===== src/rtl/apuf_launch_ctrl_pkg.sv =====
// apuf_launch_ctrl_pkg: shared defaults and FSM encodings for the arbiter-PUF launch controller
package apuf_launch_ctrl_pkg;
  localparam int DEF_N_STAGES = 64;
  localparam int DEF_SETTLE_CYC = 8;
  localparam int DEF_N_EVAL = 15;
  localparam logic [2:0] S_IDLE = 3'd0;
  localparam logic [2:0] S_LOAD = 3'd1;
  localparam logic [2:0] S_FIRE = 3'd2;
  localparam logic [2:0] S_RELAX = 3'd3;
  localparam logic [2:0] S_DONE = 3'd4;
endpackage


===== src/rtl/apuf_launch_ctrl_if.sv =====
// apuf_launch_ctrl_if: request, chain-drive and response signals of the launch controller
interface apuf_launch_ctrl_if import apuf_launch_ctrl_pkg::*; #(
  parameter int N_STAGES = DEF_N_STAGES,
  parameter int N_EVAL = DEF_N_EVAL
);
  localparam int CNT_W = $clog2(N_EVAL + 1);
  logic start;
  logic [N_STAGES-1:0] challenge_in;
  logic busy;
  logic [N_STAGES-1:0] sel_out;
  logic launch;
  logic arb_in;
  logic response;
  logic [CNT_W-1:0] ones_cnt;
  logic resp_valid;
  modport master(output start, challenge_in, arb_in,
                 input busy, sel_out, launch, response, ones_cnt, resp_valid);
  modport slave(input start, challenge_in, arb_in,
                output busy, sel_out, launch, response, ones_cnt, resp_valid);
endinterface


===== src/rtl/apuf_launch_ctrl_sync_2ff.sv =====
// sync_2ff: two-flop synchroniser with asynchronous active-high reset to 0
module sync_2ff (
  input  logic clk,
  input  logic rst,
  input  logic d,
  output logic q
);
  logic m;
  always_ff @(posedge clk or posedge rst)
    if (rst) {q, m} <= 2'b00;
    else {q, m} <= {m, d};
endmodule


===== src/rtl/apuf_launch_ctrl.sv =====
// apuf_launch_ctrl: latches a challenge, fires N_EVAL launch edges into the PUF chain and majority-votes the arbiter
module apuf_launch_ctrl import apuf_launch_ctrl_pkg::*; #(
  parameter int N_STAGES = DEF_N_STAGES,
  parameter int SETTLE_CYC = DEF_SETTLE_CYC,
  parameter int N_EVAL = DEF_N_EVAL
) (
  input logic clk,
  input logic rst,
  apuf_launch_ctrl_if.slave bus
);
  localparam int CNT_W = $clog2(N_EVAL + 1);
  localparam int TW = $clog2(SETTLE_CYC + 3);
  localparam int EW = N_EVAL > 1 ? $clog2(N_EVAL) : 1;
  if (N_EVAL % 2 == 0) begin : g_odd_chk
    $error("N_EVAL must be odd");
  end
  if (SETTLE_CYC < 1) begin : g_settle_chk
    $error("SETTLE_CYC must be at least 1");
  end
  logic [2:0] state, nxt;
  logic [TW-1:0] timer;
  logic [EW-1:0] eval;
  logic [CNT_W-1:0] vote;
  logic arb_s, tdone, last;
  sync_2ff u_sync (.clk, .rst, .d(bus.arb_in), .q(arb_s));
  assign tdone = timer == '0;
  assign last = eval == EW'(N_EVAL - 1);
  assign nxt = state == S_IDLE  ? (bus.start ? S_LOAD : S_IDLE) :
               state == S_LOAD  ? (tdone ? S_FIRE : S_LOAD) :
               state == S_FIRE  ? (tdone ? S_RELAX : S_FIRE) :
               state == S_RELAX ? (tdone ? (last ? S_DONE : S_FIRE) : S_RELAX) :
               S_IDLE;
  // launch/busy/resp_valid are registered from the next state so the chain never sees decode glitches
  always_ff @(posedge clk or posedge rst)
    if (rst) begin
      state <= S_IDLE;
      timer <= '0;
      eval <= '0;
      vote <= '0;
      bus.sel_out <= '0;
      bus.launch <= 1'b0;
      bus.busy <= 1'b0;
      bus.resp_valid <= 1'b0;
      bus.ones_cnt <= '0;
      bus.response <= 1'b0;
    end else begin
      state <= nxt;
      timer <= nxt == state ? (tdone ? timer : timer - TW'(1)) :
               nxt == S_FIRE ? TW'(SETTLE_CYC + 1) : TW'(SETTLE_CYC - 1);
      bus.launch <= nxt == S_FIRE;
      bus.busy <= nxt != S_IDLE;
      bus.resp_valid <= nxt == S_DONE;
      if (state == S_IDLE && bus.start) begin
        bus.sel_out <= bus.challenge_in;
        vote <= '0;
        eval <= '0;
      end
      if (state == S_FIRE && tdone) vote <= vote + CNT_W'(arb_s);
      if (state == S_RELAX && tdone && !last) eval <= eval + EW'(1);
      if (nxt == S_DONE) begin
        bus.ones_cnt <= vote;
        bus.response <= vote > CNT_W'(N_EVAL / 2);
      end
    end
endmodule

===== src/flat_wrapper.sv =====
// flat-port wrapper written by rule: the top's interface ports become plain ports
module apuf_launch_ctrl_flat import apuf_launch_ctrl_pkg::*;
#(
  parameter int N_STAGES = DEF_N_STAGES,
  parameter int SETTLE_CYC = DEF_SETTLE_CYC,
  parameter int N_EVAL = DEF_N_EVAL
)
  (clk, rst, bus_start, bus_challenge_in, bus_arb_in, bus_busy, bus_sel_out, bus_launch, bus_response, bus_ones_cnt, bus_resp_valid);
  apuf_launch_ctrl_if #(.N_STAGES(N_STAGES), .N_EVAL(N_EVAL)) bus_i ();
  input logic clk;
  input logic rst;
  input wire logic [$bits(bus_i.start)-1:0] bus_start;
  input wire logic [$bits(bus_i.challenge_in)-1:0] bus_challenge_in;
  input wire logic [$bits(bus_i.arb_in)-1:0] bus_arb_in;
  output wire logic [$bits(bus_i.busy)-1:0] bus_busy;
  output wire logic [$bits(bus_i.sel_out)-1:0] bus_sel_out;
  output wire logic [$bits(bus_i.launch)-1:0] bus_launch;
  output wire logic [$bits(bus_i.response)-1:0] bus_response;
  output wire logic [$bits(bus_i.ones_cnt)-1:0] bus_ones_cnt;
  output wire logic [$bits(bus_i.resp_valid)-1:0] bus_resp_valid;
  assign bus_i.start = bus_start;
  assign bus_i.challenge_in = bus_challenge_in;
  assign bus_i.arb_in = bus_arb_in;
  assign bus_busy = bus_i.busy;
  assign bus_sel_out = bus_i.sel_out;
  assign bus_launch = bus_i.launch;
  assign bus_response = bus_i.response;
  assign bus_ones_cnt = bus_i.ones_cnt;
  assign bus_resp_valid = bus_i.resp_valid;
  apuf_launch_ctrl #(.N_STAGES(N_STAGES), .SETTLE_CYC(SETTLE_CYC), .N_EVAL(N_EVAL)) u_core (.clk(clk), .rst(rst), .bus(bus_i));
endmodule

===== config.mk =====
export PLATFORM = sky130hd
export DESIGN_NAME = apuf_launch_ctrl_flat
export DESIGN_NICKNAME = d
export VERILOG_FILES = /design/src/rtl/apuf_launch_ctrl_pkg.sv /design/src/rtl/apuf_launch_ctrl_if.sv /design/src/rtl/apuf_launch_ctrl_sync_2ff.sv /design/src/rtl/apuf_launch_ctrl.sv /design/src/flat_wrapper.sv
export SDC_FILE = /design/constraint.sdc
export NUM_CORES = 1
export LEC_CHECK = 0
export CORE_MARGIN = 2
export CORE_UTILIZATION = 44
export CTS_CLUSTER_DIAMETER = 60
export DETAILED_ROUTE_END_ITERATION = 8
export GPL_TIMING_DRIVEN = 0
export PLACE_DENSITY = 0.8
export SYNTH_ARGS = -nofsm -noshare
export SYNTH_HDL_FRONTEND = slang
export SYNTH_SLANG_ARGS = --single-unit

===== constraint.sdc =====
create_clock -name clk -period 3.5 [get_ports clk]
set_input_delay 0.7 -clock clk [delete_from_list [all_inputs] [get_ports clk]]
set_output_delay 0.7 -clock clk [all_outputs]
set_load 0.005 [all_outputs]

* After elaboration in Yosys (flattened, before gate mapping)
Index checks and enable logic that the tools add are counted.
Cells by class: add/subtract/negate cells 3, div/mod/pow operators 0, bitwise operators 0, equality and inequality tests 8, reduce and logical (&&, ||, !) cells 10, $lt $le $gt $ge 1, muxes and demuxes 15, shifts and indexed selects 0, multipliers 0
Operators by type and width (number):
- $mux 4 | 6
- $mux 3 | 6
- $eq 3x2->1 const B | 3
- $add 4x1->4 | 1
- $add 4x1->4 const B | 1
- $eq 4x4->1 const B | 1
- $gt 4x3->1 const B | 1
- $logic_and 1x1->1 | 4
- $logic_not 4->1 | 1
- $reduce_bool 2->1 | 2
- $sub 4x1->4 const B | 1
- $eq 3x1->1 const B | 1
- $eq 3x3->1 | 1
- $eq 3x3->1 const B | 1
- $logic_not 3->1 | 1
- $reduce_bool 3->1 | 1
- $mux 1 | 2
- $mux 2 | 1
- $ne 2x2->1 const B | 1
- $logic_not 1->1 | 1
Word-level totals: word-level logic and storage cells 49, output and inout port bits 72, ROM bits 0, register bits after elaboration 89, RAM bits 0, memories kept 0, input bits 68, latch bits 0

* Longest topological paths before layout
word-level depth 10, depth in mapped cells 7

* Modules after synthesis
Synthesis repeated with hierarchy kept, for this count alone.
Second synthesis, totals: cell total of the unflattened synthesis 387, area total of the unflattened synthesis 3662.3 um^2
By module, submodules not included:
- apuf_launch_ctrl | area each 3608.5 um^2, sequential area each 2177.1 um^2, cells an instance 384, times used 1
- sync_2ff | area each 53.8 um^2, sequential area each 50.0 um^2, cells an instance 3, times used 1

* Least setup slack after synthesis
OpenSTA, ideal clock, no wires.
path type register to register, start point register u_core.timer[0], end point register u_core.bus.ones_cnt[0], setup time 0.125 ns, arrival time 1.607 ns, setup slack 1.768 ns, stages on the path, launching flop included 8, path through dfrtp_1 > inv_1 > ha_1 > and4bb_2 > buf_6 > nand3_1 > inv_1 > mux2_2
On the way: longest elaborated chain between the ends 7, elaborated cells on any way between the ends 9
Ends and longest elaborated chain:
- from (decl) | RTL line apuf_launch_ctrl.sv:21 | logic [TW-1:0] timer;
- from (signal assigned) | RTL line apuf_launch_ctrl.sv:48 | timer <= nxt == state ? (tdone ? timer : timer - TW'(1)) :
- $logic_not 4->1 (*) | RTL line apuf_launch_ctrl.sv:26 | assign tdone = timer == '0;
- $mux 3 (2 in series) | RTL line apuf_launch_ctrl.sv:31 | state == S_RELAX ? (tdone ? (last ? S_DONE : S_FIRE) : S_RELAX) :
- $mux 3 | RTL line apuf_launch_ctrl.sv:30 | state == S_FIRE ? (tdone ? S_RELAX : S_FIRE) :
- $mux 3 (*) | RTL line apuf_launch_ctrl.sv:29 | state == S_LOAD ? (tdone ? S_FIRE : S_LOAD) :
- $mux 3 (*) | RTL line apuf_launch_ctrl.sv:28 | assign nxt = state == S_IDLE ? (bus.start ? S_LOAD : S_IDLE) :
- $eq 3x3->1 (*) | RTL line apuf_launch_ctrl.sv:60 | if (nxt == S_DONE) begin
- to (signal assigned) | RTL line apuf_launch_ctrl.sv:61 | bus.ones_cnt <= vote;
- to (decl) | RTL line apuf_launch_ctrl_if.sv:19 | output busy, sel_out, launch, response, ones_cnt, resp_valid);
Mark *: on every way between the ends. The rest lies on a longest branch, timed or not. A chain may end at the register's enable or synchronous reset.

* Worst setup path in the final report
start point input port bus_start, end point register u_core.bus.sel_out[58]
On the way: longest elaborated chain between the ends 1
Ends and longest elaborated chain:
- from (decl) | RTL line flat_wrapper.sv:12 | input wire logic [$bits(bus_i.start)-1:0] bus_start;
- $logic_and 1x1->1 | RTL line apuf_launch_ctrl.sv:53 | if (state == S_IDLE && bus.start) begin
- to (signal assigned) | RTL line apuf_launch_ctrl.sv:54 | bus.sel_out <= bus.challenge_in;
- to (decl) | RTL line apuf_launch_ctrl_if.sv:19
Every way passes these cells.

==> impl_metrics.tcl <==
set metrics [dict create \
    die_x_um 95.4 \
    drc 0 \
    grt_pass1_vias 2948 \
    hold_viol 0 \
    grt_use_total 0.201 \
    cts_setup_buffers 0 \
    synth.distinct_cells 36 \
    critPathTopFamily "buffers and inverters" \
    synthCells 386 \
    drt-wirelength-per-cell_um 13.6 \
    cts.path.max_buffers 2 \
    ios 140 \
    syn_nets 459 \
    reg2reg_slack_ns 1.50 \
    irDropWorstVdd_uv 253 \
    ant_nets 0 \
    hold_ws_ns 0.359 \
    slew_viol_final 0 \
    p_leak_nw 2.68 \
    start_kind "input pin" \
    core_area_um2 8130 \
    path_max_fanout 10 \
    core.rowCount 33 \
    worstSetupPathType "input pin to register" \
    cts-root-buf "clkbuf_8" \
    yosysWarnings 0 \
    firstDrtPassIters 4 \
    nFillCells 660 \
    setup_tns_ns 0 \
    grt_max_degree 50 \
    slew_headroom 0.638 \
    initial_core_util 0.452 \
    yosys.area_share.adder 0.0170 \
    cts_resized 0 \
    antenna_cells 0 \
    rsz0062_at_grt "no" \
    die-area_um2 9100 \
    vias 3134 \
    io_buffers 139 \
    cts_hold_buf 0 \
    holdPathEnd "u_core.u_sync.q" \
    setup.worst_path.end_class "register" \
    synth_area_um2 3670 \
    cellPowerDensity_nw_per_um2 379 \
    multi_input_area_um2 1290 \
    finalWeightedCongestion 0.777 \
    synth_seq_cells 89 \
    finalSetupViolations 0 \
    cp_slowest_cell "clkdlybuf4s50_1" \
    synthFlopType "dfrtp_1" \
    die_h_um 95.4 \
    holdCritPathClass "register to register" \
    cts.sinks 89 \
    synth_top_family_by_area "simple AND/OR/NAND/NOR gates" \
    fin_crit_sh 0.592 \
    synth_compound_area_frac 0.0368 \
    drive_gt1_frac 0.0852 \
    cp_cell_sequence "clkdlybuf4s50_1 > or4b_1 > buf_2 > buf_6 > buf_6 > nand2_1 > nand2_1" \
    cts_tree "built" \
    clkTransAtPathRegs_ns 0.08 \
    skew_ns 0.0115 \
    cts_max_level 3 \
    final_nets 610 \
    synthXorXnorAreaFrac 0.00238 \
    hold_start "u_core.u_sync.m" \
    period_needed_ns 2.07 \
    cp.required_ns 3.73 \
    critPathBufInv 4 \
    avgSynthCellArea_um2 9.52 \
    synthSimpleGateAreaFrac 0.269 \
    critPathLaunch "bus_start" \
    clk_latency_ns 0.35 \
    whs_path_depth 0 \
    timing.fmax_mhz 483 \
    area_delta_synth_final_pct 47.9 \
    synth_edf_count 0 \
    ys_seq_area_frac 0.606 \
    async_flop_share 1.00 \
    r2r-start "u_core.timer[0]" \
    via_per_inst 4.86 \
    drv_cap 0 \
    dpl.hpwl_mm 6.47 \
    antenna_found_initial 0 \
    routed_wirelength_mm 8.80 \
    critPathArrivalTime_ns 2.30 \
    synthMuxAreaShare 0.0272 \
    tightest_slew_ns 0.540 \
    grt_pass1_wl_mm 14.2 \
    gr-total-overflow 0 \
    drtIter0Drc 166 \
    status "complete, no violations" \
    register_area_um2 2230 \
    cp_slowest_stage_delay_ns 0.55 \
    reg2reg_to "u_core.bus.ones_cnt[1]" \
    cts_buffers 9 \
    r2r.worst_path.cells 7 \
]
report_power, final:
group | internal [mW] | switching [mW] | total (mW)
Clock | 0.396 | 0.343 | 0.738
Sequential | 1.07 | 0.0249 | 1.09
Combinational | 0.150 | 0.0743 | 0.224
Total | 1.62 | 0.442 | 2.06
layout by cell type, fill, tap and decap left out, drive strengths merged, types with 2 or more instances in the layout:
cell           Yosys  final
o21ai              4      4
nand2            198    198
clkdlybuf4s50      0    139
and3               3      3
inv                8      9
ha                 5      5
mux2               8      8
nand4b             4      4
nor2b              4      4
a31oi              2      2
bufinv             0      2
clkbuf             2     11
a21oi              3      3
nor2               5      5
dfrtp             89     89
nor3               3      3
o211ai             3      3
buf               18     19
nand3              9      9
registers in the layout, summed over array words and instances, names as in the netlist:
register               count
u_core.bus.launch          1
u_core.bus.resp_valid      1
u_core.vote                4
u_core.bus.response        1
u_core.eval                4
u_core.bus.ones_cnt        4
u_core.u_sync.q            1
u_core.bus.busy            1
u_core.timer               4
u_core.u_sync.m            1
u_core.state               3
u_core.bus.sel_out        64
logic make-up after synthesis:
group / Yosys count
muxes: 9
AOI/OAI and AO/OA: 19
DFF: 89
buffers and inverters: 28
and+or+nand+nor: 235
xor gates and xnor gates: 1
adders and majority gates: 5
routing by layer:
layer	global-route usage	vias up	part of all wire	routed length, µm
li1	-	1529	-	-
met1	0.267	1493	0.43	3780
met4	0.0774	0	0.022	194
met3	0.0435	18	0.065	574
met2	0.323	94	0.48	4250
met5	0	-	0	0
how the worst max path moves through the flow:
stage / end / cells past startpoint
global route: u_core.bus.sel_out[38] / 6
global placement: u_core.bus.ones_cnt[3] / 2
floorplan: u_core.bus.busy / 1
CTS: u_core.bus.sel_out[56] / 6
finish: u_core.bus.sel_out[58] / 7
detailed placement: u_core.bus.sel_out[58] / 7
cells in the mapped netlist (2+ instances only):
master | count | area [µm²]
nand3_1 | 9 | 45.0
o21ai_0 | 4 | 20.0
buf_6 | 4 | 45.0
nor3_1 | 3 | 15.0
o211ai_1 | 3 | 22.5
a31oi_1 | 2 | 12.5
nand2_1 | 198 | 743
mux2_2 | 8 | 90.1
nand4b_1 | 4 | 35.0
a21oi_1 | 3 | 15.0
dfrtp_1 | 89 | 2230
and3_1 | 3 | 18.8
inv_1 | 8 | 30.0
nor2_1 | 5 | 18.8
ha_1 | 5 | 62.6
buf_2 | 14 | 70.1
clkbuf_1 | 2 | 7.51
nor2b_1 | 4 | 25.0
area by class of cell:
| type | count | area share |
|---|---|---|
| Inverter | 8 | 0.00599 |
| Timing Repair Buffer | 140 | 0.261 |
| Buffer | 20 | 0.0226 |
| Multi-Input combinational cell | 269 | 0.238 |
| Clock inverter | 5 | 0.0150 |
| Clock buffer | 9 | 0.0228 |
| Sequential cell | 89 | 0.410 |
| Tap cell | 105 | 0.0242 |
worst register-to-register path: stages, from the launching register on:
cell	delay, ns
dfrtp_1	0.42
inv_1	0.07
ha_1	0.25
and4bb_2	0.26
buf_6	0.13
nand3_1	0.19
inv_1	0.21
mux2_2	0.35
through the flow:
stage / cell area, µm² / utilization / power [mW] / std cells / worst slack (ns)
finish: 5430 / 0.668 / 2.06 / 645 / 1.43
global route: 5430 / 0.668 / 2.15 / 645 / 1.31
floorplan: 3670 / - / 1.17 / 386 / 0.493
detailed placement: 5230 / 0.643 / 1.34 / 631 / 1.08
global placement: 5200 / 0.639 / 1.33 / 630 / -0.800
CTS: 5430 / 0.668 / 2.08 / 645 / 1.44
Note: power is estimated with default switching activity, not from simulation.
